### src/rtl/snake_pkg.sv
// Shared definitions for the snake game: phase encodings, directions, grid size,
// overlay colours and the step-interval helper used by the sequencer.
package snake_pkg;

    typedef enum logic [2:0] {
        PH_IDLE      = 3'd0,
        PH_COUNTDOWN = 3'd1,
        PH_PLAY      = 3'd2,
        PH_PAUSE     = 3'd3,
        PH_OVER      = 3'd4
    } phase_e;

    typedef enum logic [1:0] {
        DIR_UP    = 2'd0,
        DIR_RIGHT = 2'd1,
        DIR_DOWN  = 2'd2,
        DIR_LEFT  = 2'd3
    } dir_e;

    localparam int unsigned GRID_W = 32'd16;
    localparam int unsigned GRID_H = 32'd16;

    localparam logic [11:0] COLOR_BG     = 12'h000;
    localparam logic [11:0] COLOR_SNAKE  = 12'h0F0;
    localparam logic [11:0] COLOR_FRUIT  = 12'hF00;
    localparam logic [11:0] COLOR_BORDER = 12'hFFF;

    // Step period for a level, floored at min_i; guarded against unsigned wrap.
    function automatic logic [31:0] step_interval(input logic [3:0]  lvl,
                                                  input logic [31:0] base_i,
                                                  input logic [31:0] min_i,
                                                  input logic [31:0] dec_i);
        logic [31:0] dec_total;
        dec_total = {28'd0, lvl} * dec_i;
        if (dec_total >= base_i) begin
            step_interval = min_i;
        end else if ((base_i - dec_total) < min_i) begin
            step_interval = min_i;
        end else begin
            step_interval = base_i - dec_total;
        end
    endfunction

endpackage

### src/rtl/btn_sync_edge.sv
// Two-flop synchroniser for a raw button followed by a rising-edge detector;
// emits a single-cycle pulse per press regardless of how long it is held.
module btn_sync_edge (
    input  logic clk,
    input  logic rst,
    input  logic btn,
    output logic pulse
);

    logic sync1_r;
    logic sync2_r;
    logic prev_r;

    // Synchroniser chain plus one-cycle history for edge detection.
    always_ff @(posedge clk) begin
        if (rst) begin
            sync1_r <= 1'b0;
            sync2_r <= 1'b0;
            prev_r  <= 1'b0;
        end else begin
            sync1_r <= btn;
            sync2_r <= sync1_r;
            prev_r  <= sync2_r;
        end
    end

    assign pulse = sync2_r & ~prev_r;

endmodule

### src/rtl/snake_game_sequencer.sv
// Game-flow controller: phase FSM, countdown and step timing, score/level/high
// score tracking, and the restart/step pulses for the snake datapath.
module snake_game_sequencer
    import snake_pkg::*;
#(
    parameter int unsigned CLK_HZ           = 32'd100_000_000,
    parameter int unsigned BASE_INTERVAL    = 32'd100_000_000,
    parameter int unsigned MIN_INTERVAL     = 32'd20_000_000,
    parameter int unsigned INTERVAL_DEC     = 32'd10_000_000,
    parameter int unsigned FRUITS_PER_LEVEL = 32'd4,
    parameter int unsigned MAX_LEVEL        = 32'd15,
    parameter int unsigned COUNTDOWN_TICKS  = 32'd3,
    parameter int unsigned SCORE_W          = 32'd9
) (
    input  logic               clk,
    input  logic               rst,
    input  logic               start_btn,
    input  logic               pause_btn,
    input  logic               fruit_eaten,
    input  logic               collision,
    output logic               game_reset,
    output logic               step_tick,
    output logic [2:0]         phase,
    output logic [1:0]         countdown,
    output logic [SCORE_W-1:0] score,
    output logic [3:0]         level,
    output logic [SCORE_W-1:0] high_score
);

    localparam logic [31:0]        SEC_LAST   = 32'(CLK_HZ - 32'd1);
    localparam logic [7:0]         FRUIT_LAST = 8'(FRUITS_PER_LEVEL - 32'd1);
    localparam logic [3:0]         LEVEL_MAX  = 4'(MAX_LEVEL);
    localparam logic [1:0]         CD_INIT    = 2'(COUNTDOWN_TICKS);
    localparam logic [SCORE_W-1:0] SCORE_ONE  = {{(SCORE_W-1){1'b0}}, 1'b1};

    phase_e             phase_r, next_phase_s;
    logic               start_p_s, pause_p_s, restart_s, cd_done_s;
    logic [31:0]        sec_cnt_r, sec_cnt_s, step_cnt_r, step_cnt_s, interval_r;
    logic [1:0]         countdown_r, countdown_s;
    logic [SCORE_W-1:0] score_r, score_s, high_score_r, high_score_s;
    logic [3:0]         level_r, level_s;
    logic [7:0]         fruit_cnt_r, fruit_cnt_s;
    logic               game_reset_r, game_reset_s, step_tick_r, step_tick_s;

    btn_sync_edge u_start_sync (.clk(clk), .rst(rst), .btn(start_btn), .pulse(start_p_s));
    btn_sync_edge u_pause_sync (.clk(clk), .rst(rst), .btn(pause_btn), .pulse(pause_p_s));

    // Start restarts the game from every phase except active play.
    assign restart_s = start_p_s && (phase_r != PH_PLAY);
    assign cd_done_s = (sec_cnt_r == SEC_LAST) && (countdown_r == 2'd1);

    // Phase state register.
    always_ff @(posedge clk) begin
        if (rst) begin
            phase_r <= PH_IDLE;
        end else begin
            phase_r <= next_phase_s;
        end
    end

    // Phase transitions; collision outranks pause, start outranks pause.
    always_comb begin
        next_phase_s = phase_r;
        case (phase_r)
            PH_IDLE, PH_OVER: begin
                if (start_p_s) next_phase_s = PH_COUNTDOWN;
                else           next_phase_s = phase_r;
            end
            PH_COUNTDOWN: begin
                if (start_p_s)      next_phase_s = PH_COUNTDOWN;
                else if (cd_done_s) next_phase_s = PH_PLAY;
                else                next_phase_s = phase_r;
            end
            PH_PLAY: begin
                if (collision)      next_phase_s = PH_OVER;
                else if (pause_p_s) next_phase_s = PH_PAUSE;
                else                next_phase_s = phase_r;
            end
            PH_PAUSE: begin
                if (start_p_s)      next_phase_s = PH_COUNTDOWN;
                else if (pause_p_s) next_phase_s = PH_PLAY;
                else                next_phase_s = phase_r;
            end
            default: next_phase_s = PH_IDLE;
        endcase
    end

    // Next values of counters, scoring and the two datapath pulses.
    always_comb begin
        game_reset_s = 1'b0;
        step_tick_s  = 1'b0;
        sec_cnt_s    = sec_cnt_r;
        step_cnt_s   = step_cnt_r;
        countdown_s  = countdown_r;
        score_s      = score_r;
        level_s      = level_r;
        fruit_cnt_s  = fruit_cnt_r;
        if ((phase_r == PH_OVER) && (score_r > high_score_r)) high_score_s = score_r;
        else                                                   high_score_s = high_score_r;
        if (restart_s) begin
            game_reset_s = 1'b1;
            score_s      = '0;
            level_s      = 4'd0;
            fruit_cnt_s  = 8'd0;
            countdown_s  = CD_INIT;
            sec_cnt_s    = 32'd0;
        end else begin
            case (phase_r)
                PH_COUNTDOWN: begin
                    step_cnt_s = 32'd0;
                    if (sec_cnt_r == SEC_LAST) begin
                        sec_cnt_s   = 32'd0;
                        countdown_s = countdown_r - 2'd1;
                    end else begin
                        sec_cnt_s   = sec_cnt_r + 32'd1;
                    end
                end
                PH_PLAY: begin
                    if (collision) begin
                        step_cnt_s = step_cnt_r;
                    end else begin
                        // >= so a shrunken interval fires on the very next cycle
                        if (pause_p_s) begin
                            step_cnt_s = step_cnt_r;
                        end else if (step_cnt_r >= (interval_r - 32'd1)) begin
                            step_tick_s = 1'b1;
                            step_cnt_s  = 32'd0;
                        end else begin
                            step_cnt_s  = step_cnt_r + 32'd1;
                        end
                        if (fruit_eaten) begin
                            if (&score_r) score_s = score_r;
                            else          score_s = score_r + SCORE_ONE;
                            if (fruit_cnt_r == FRUIT_LAST) begin
                                fruit_cnt_s = 8'd0;
                                if (level_r == LEVEL_MAX) level_s = level_r;
                                else                      level_s = level_r + 4'd1;
                            end else begin
                                fruit_cnt_s = fruit_cnt_r + 8'd1;
                            end
                        end else begin
                            score_s = score_r;
                        end
                    end
                end
                default: step_cnt_s = step_cnt_r;
            endcase
        end
    end

    // Datapath and output registers.
    always_ff @(posedge clk) begin
        if (rst) begin
            sec_cnt_r    <= 32'd0;
            step_cnt_r   <= 32'd0;
            interval_r   <= BASE_INTERVAL;
            countdown_r  <= 2'd0;
            score_r      <= '0;
            high_score_r <= '0;
            level_r      <= 4'd0;
            fruit_cnt_r  <= 8'd0;
            game_reset_r <= 1'b0;
            step_tick_r  <= 1'b0;
        end else begin
            sec_cnt_r    <= sec_cnt_s;
            step_cnt_r   <= step_cnt_s;
            interval_r   <= step_interval(level_r, BASE_INTERVAL, MIN_INTERVAL, INTERVAL_DEC);
            countdown_r  <= countdown_s;
            score_r      <= score_s;
            high_score_r <= high_score_s;
            level_r      <= level_s;
            fruit_cnt_r  <= fruit_cnt_s;
            game_reset_r <= game_reset_s;
            step_tick_r  <= step_tick_s;
        end
    end

    assign phase      = phase_r;
    assign countdown  = countdown_r;
    assign score      = score_r;
    assign level      = level_r;
    assign high_score = high_score_r;
    assign game_reset = game_reset_r;
    assign step_tick  = step_tick_r;

endmodule

### config.mk
export PLATFORM = sky130hd
export DESIGN_NAME = snake_game_sequencer
export DESIGN_NICKNAME = d
export VERILOG_FILES = /design/src/rtl/snake_pkg.sv /design/src/rtl/btn_sync_edge.sv /design/src/rtl/snake_game_sequencer.sv
export SDC_FILE = /design/constraint.sdc
export NUM_CORES = 1
export LEC_CHECK = 0
export ABC_AREA = 1
export ABC_CLOCK_PERIOD_IN_PS = 4420
export CAP_MARGIN = 20
export CELL_PAD_IN_SITES_DETAIL_PLACEMENT = 1
export CELL_PAD_IN_SITES_GLOBAL_PLACEMENT = 2
export CORE_MARGIN = 1
export CORE_UTILIZATION = 35
export CTS_CLUSTER_DIAMETER = 30
export DETAILED_ROUTE_END_ITERATION = 12
export GPL_TIMING_DRIVEN = 0
export PLACE_DENSITY = 0.78
export RECOVER_POWER = 50
export SYNTH_ARGS = -nofsm -noshare
export SYNTH_HDL_FRONTEND = slang
export SYNTH_HIERARCHICAL = 1
export SYNTH_SLANG_ARGS = --single-unit
export TNS_END_PERCENT = 1
### constraint.sdc
create_clock -name clk -period 4.42 [get_ports clk]
set_clock_uncertainty 0.15 [all_clocks]
set_input_delay 0.663 -clock clk [delete_from_list [all_inputs] [get_ports clk]]
set_output_delay 0.663 -clock clk [all_outputs]
set_load 0.005 [all_outputs]
==> metrics.cfg <==
[outcome]
status=complete, no violations

[die]
row_count=57
dieHeight_um=159.5
pin_count=35
start_util=0.3568
die_x_um=159.5
dieArea_um2=25430
coreArea_um2=24320

[clock_network]
cts_tree=yes
insertion_delay_ns=0.42
cts_hold_buf=0
numCtsBuffers=17
clk_pin_slew_ns=0.07
clk_path_buf_depth=2
cts_root_buf=clkbuf_16
post_cts_buffers=0
cts_sinks=129
h-tree-depth=4
post_cts_resized=3

[final_layout]
fill_cells=3122
instances_no_fill=1643
final_util=0.4144
syn2layout_area_growth_pct=16.13
fin_nets=1382
drive_above_1_share=0.09629
num_antenna_cells=0

[placed_design]
gp_congestion=0.7850
pre_cts_slack_ns=-0.1475
portBuffers=34
dpl.hpwl_mm=18.85
dp_cells=1613

[synthesis]
ys_ff_latch=129
synthCells=1254
synth_top_area_frac=0.2976
synth_top_cell_by_area=dfxtp_1
post_synth.cell_area_avg_um2=6.921
async_flop_share=0
dominantRegCellSynth=dfxtp_1
seq_area_frac_synth=0.2976
synth_enable_flop_cells=0
syn_area_um2=8678
yosysUniqueCellTypes=54
yosys_warnings=6
yosys-top-cells-area=dfxtp_1 (30%), nand2_1 (11%), ha_1 (9.7%), inv_1 (7.3%), a21oi_1 (5.5%)

[timing]
slew_violations=0
finalHoldViolCount=0
min_period_ns=3.996
rsz0062_at_grt=false
relSlewSlack=0.5171
fmax_ghz=0.2502
min_period_over_period=0.9041
setup_viol=0
fin_ws_ns=0.4239
worstMarginPinSlew_ns=0.7218
holdWs_ns=0.2656

[detailed_routing]
vias=8040
first_pass_iters=4
avgRoutedWirePerCell_um=14.45
drc_errors=0
drtAntennaViolNets=0
drt_iter0_drc=240
routed_wl_mm=23.74
viasPerCell=4.893

[pwr]
p_switching_w=0.0007918
irDropWorstVdd_v=0.0002409
pwr-share-clk=0.507
intPower_w=0.002222
power_density_nw_per_um2=299.1
seq_power_share=0.403
combPwrFrac=0.090
leakage_nw=4.235
finalPower_w=0.003014
swShare=0.2627

[worst_hold_path]
hold_class=reg2reg

[global_routing]
grt_pass1_wl_mm=40.78
grt_use_total=0.1964
grt_overflow=0
top_usage_layer=met2
grt_max_degree=17
grt_pass1_vias=8225
grt.met1_usage=0.2546
antenna_found_initial=0
grt_use_met3=0.02292
use_met2=0.3436

[critical_path]
critPathCaptureType=flip-flop
critPathSlowestCell=fa_1
path_common_cell=nand2_1
crit_fanout=10
critPathLaunchType=flip-flop
critical_path.cell_chain=buf_4 -> inv_1 -> ha_1 -> inv_1 -> fa_1 -> ha_2 -> nand2_1 -> nor2_1 -> nand2_1 -> nand3_1 -> nand2_1 -> nand2_1 -> nand2_1 -> nand2_1 -> nand2_2 -> nor2_1 -> nand3_1 -> nand2_1 -> nand2_1 -> nand2_1 -> nor2_2 -> nand2_2 -> buf_6 -> nand3_1
required_ns=4.55
slowest_delay_ns=0.44
critPathArrivalTime_ns=4.12
worstSetupPathType=reg2reg

[job]
drv_cap=0

-- area by class of cell --
cell class | count | area [µm²] | area share
clock inverter | 14 | 206.4 | 0.02048
tap | 324 | 405.4 | 0.04022
multi-input combinational | 927 | 5340 | 0.5299
clock buffer | 17 | 425.4 | 0.04221
buffer | 19 | 102.6 | 0.01018
inverter | 179 | 671.9 | 0.06667
sequential | 129 | 2586 | 0.2566
timing repair buffer | 34 | 340.3 | 0.03377
-- path summary, 6_finish.rpt --
check	slack [ns]	endpoint	depth (start not counted)	from
hold reg to reg	0.27	u_pause_sync/sync2_r	2	u_pause_sync/sync1_r
setup / recovery	0.42	interval_r[8]	24	level[2]
setup reg to reg	0.42	interval_r[8]	24	level[2]
hold / removal	0.27	u_pause_sync/sync2_r	2	u_pause_sync/sync1_r
-- Yosys cell counts (5+ instances only) --
library cell / number
nor3_1: 50
nand4_1: 45
clkbuf_1: 12
a21oi_1: 96
dfxtp_1: 129
a21oi_2: 5
inv_1: 168
nor2_4: 5
nor4_1: 10
or2_2: 7
nor3b_1: 6
nand2_2: 25
nand3_2: 8
xor2_1: 38
o21a_1: 8
xnor2_1: 13
nor2_2: 7
nor3_2: 6
nor2_1: 128
ha_1: 67
inv_2: 9
nand3_1: 74
nand2_1: 251
o21ai_0: 37
-- critical path: cells and delay by family, from the launching register on --
family	cells	cell delay, ns
AND/OR/NAND/NOR	17	1.57
flip-flops	1	0.40
buffers and inverters	4	0.56
adder cells (fa/ha/maj)	3	1.16
-- per-stage QoR --
step / setup TNS (ns) / cell area [µm²]
5_1_grt: 0 / 10080
2_1_floorplan: 0 / 8682
3_5_place_dp: -1.740 / 9428
4_1_cts: 0 / 10070
3_3_place_gp: -0.9059 / 9428
6_report: 0 / 10080
-- cell usage in the layout (no fill, tap or decap), types with 4 or more instances in the layout --
master	synthesis	final
nor2_2	7	8
dfxtp_1	129	126
nand2_2	25	28
a21oi_1	96	96
nand2_1	251	248
bufinv_16	0	4
nor4_1	10	10
inv_1	168	169
inv_2	9	8
nor3_2	6	7
nand3_1	74	75
xor2_1	38	38
xnor2_1	13	13
dlygate4sd3_1	0	27
or2_2	7	7
nor3b_1	6	6
nor3_1	50	49
clkbuf_1	12	12
a21oi_2	5	5
o21ai_0	37	36
ha_1	67	65
clkbuf_16	0	17
nand3_2	8	7
nor2_4	5	5
nand4_1	45	45
o21a_1	8	8
nor2_1	128	127
clkdlybuf4s50_1	0	7
-- flip-flops by register name, summed over array words and instances, names as in the netlist, 2 cells and up --
register and count:
sec_cnt_r 32, step_cnt_r 32, interval_r 22, high_score 9
score 9, fruit_cnt_r 8, level 4, phase 3
countdown 2
-- logic make-up after synthesis --
logic type / Yosys count / share of synthesized area
and+or+nand+nor: 634 / 0.3470
buffers and inverters: 199 / 0.09011
AOI/OAI and AO/OA: 170 / 0.1103
DFF: 129 / 0.2976
adders and majority gates: 69 / 0.1012
xor gates and xnor gates: 52 / 0.05335
other: 1 / 0.0004321
-- power groups by stage --
stage	clock network, W	registers [W]	logic [W]
6_report	0.00153	0.00122	0.000270
5_1_grt	0.00162	0.00122	0.000307
4_1_cts	0.00157	0.00122	0.000283
3_5_place_dp	0	0.00124	0.000280
3_3_place_gp	0	0.00124	0.000281
2_1_floorplan	0	0.00124	0.000176
-- routing by layer --
layer | part of all wire | wire length, µm
met1 | 0.49 | 11690
met2 | 0.49 | 11570
met3 | 0.010 | 241
met4 | 0.0098 | 233
met5 | 0 | 0
No activity file was read; power rests on OpenSTA's default activity.
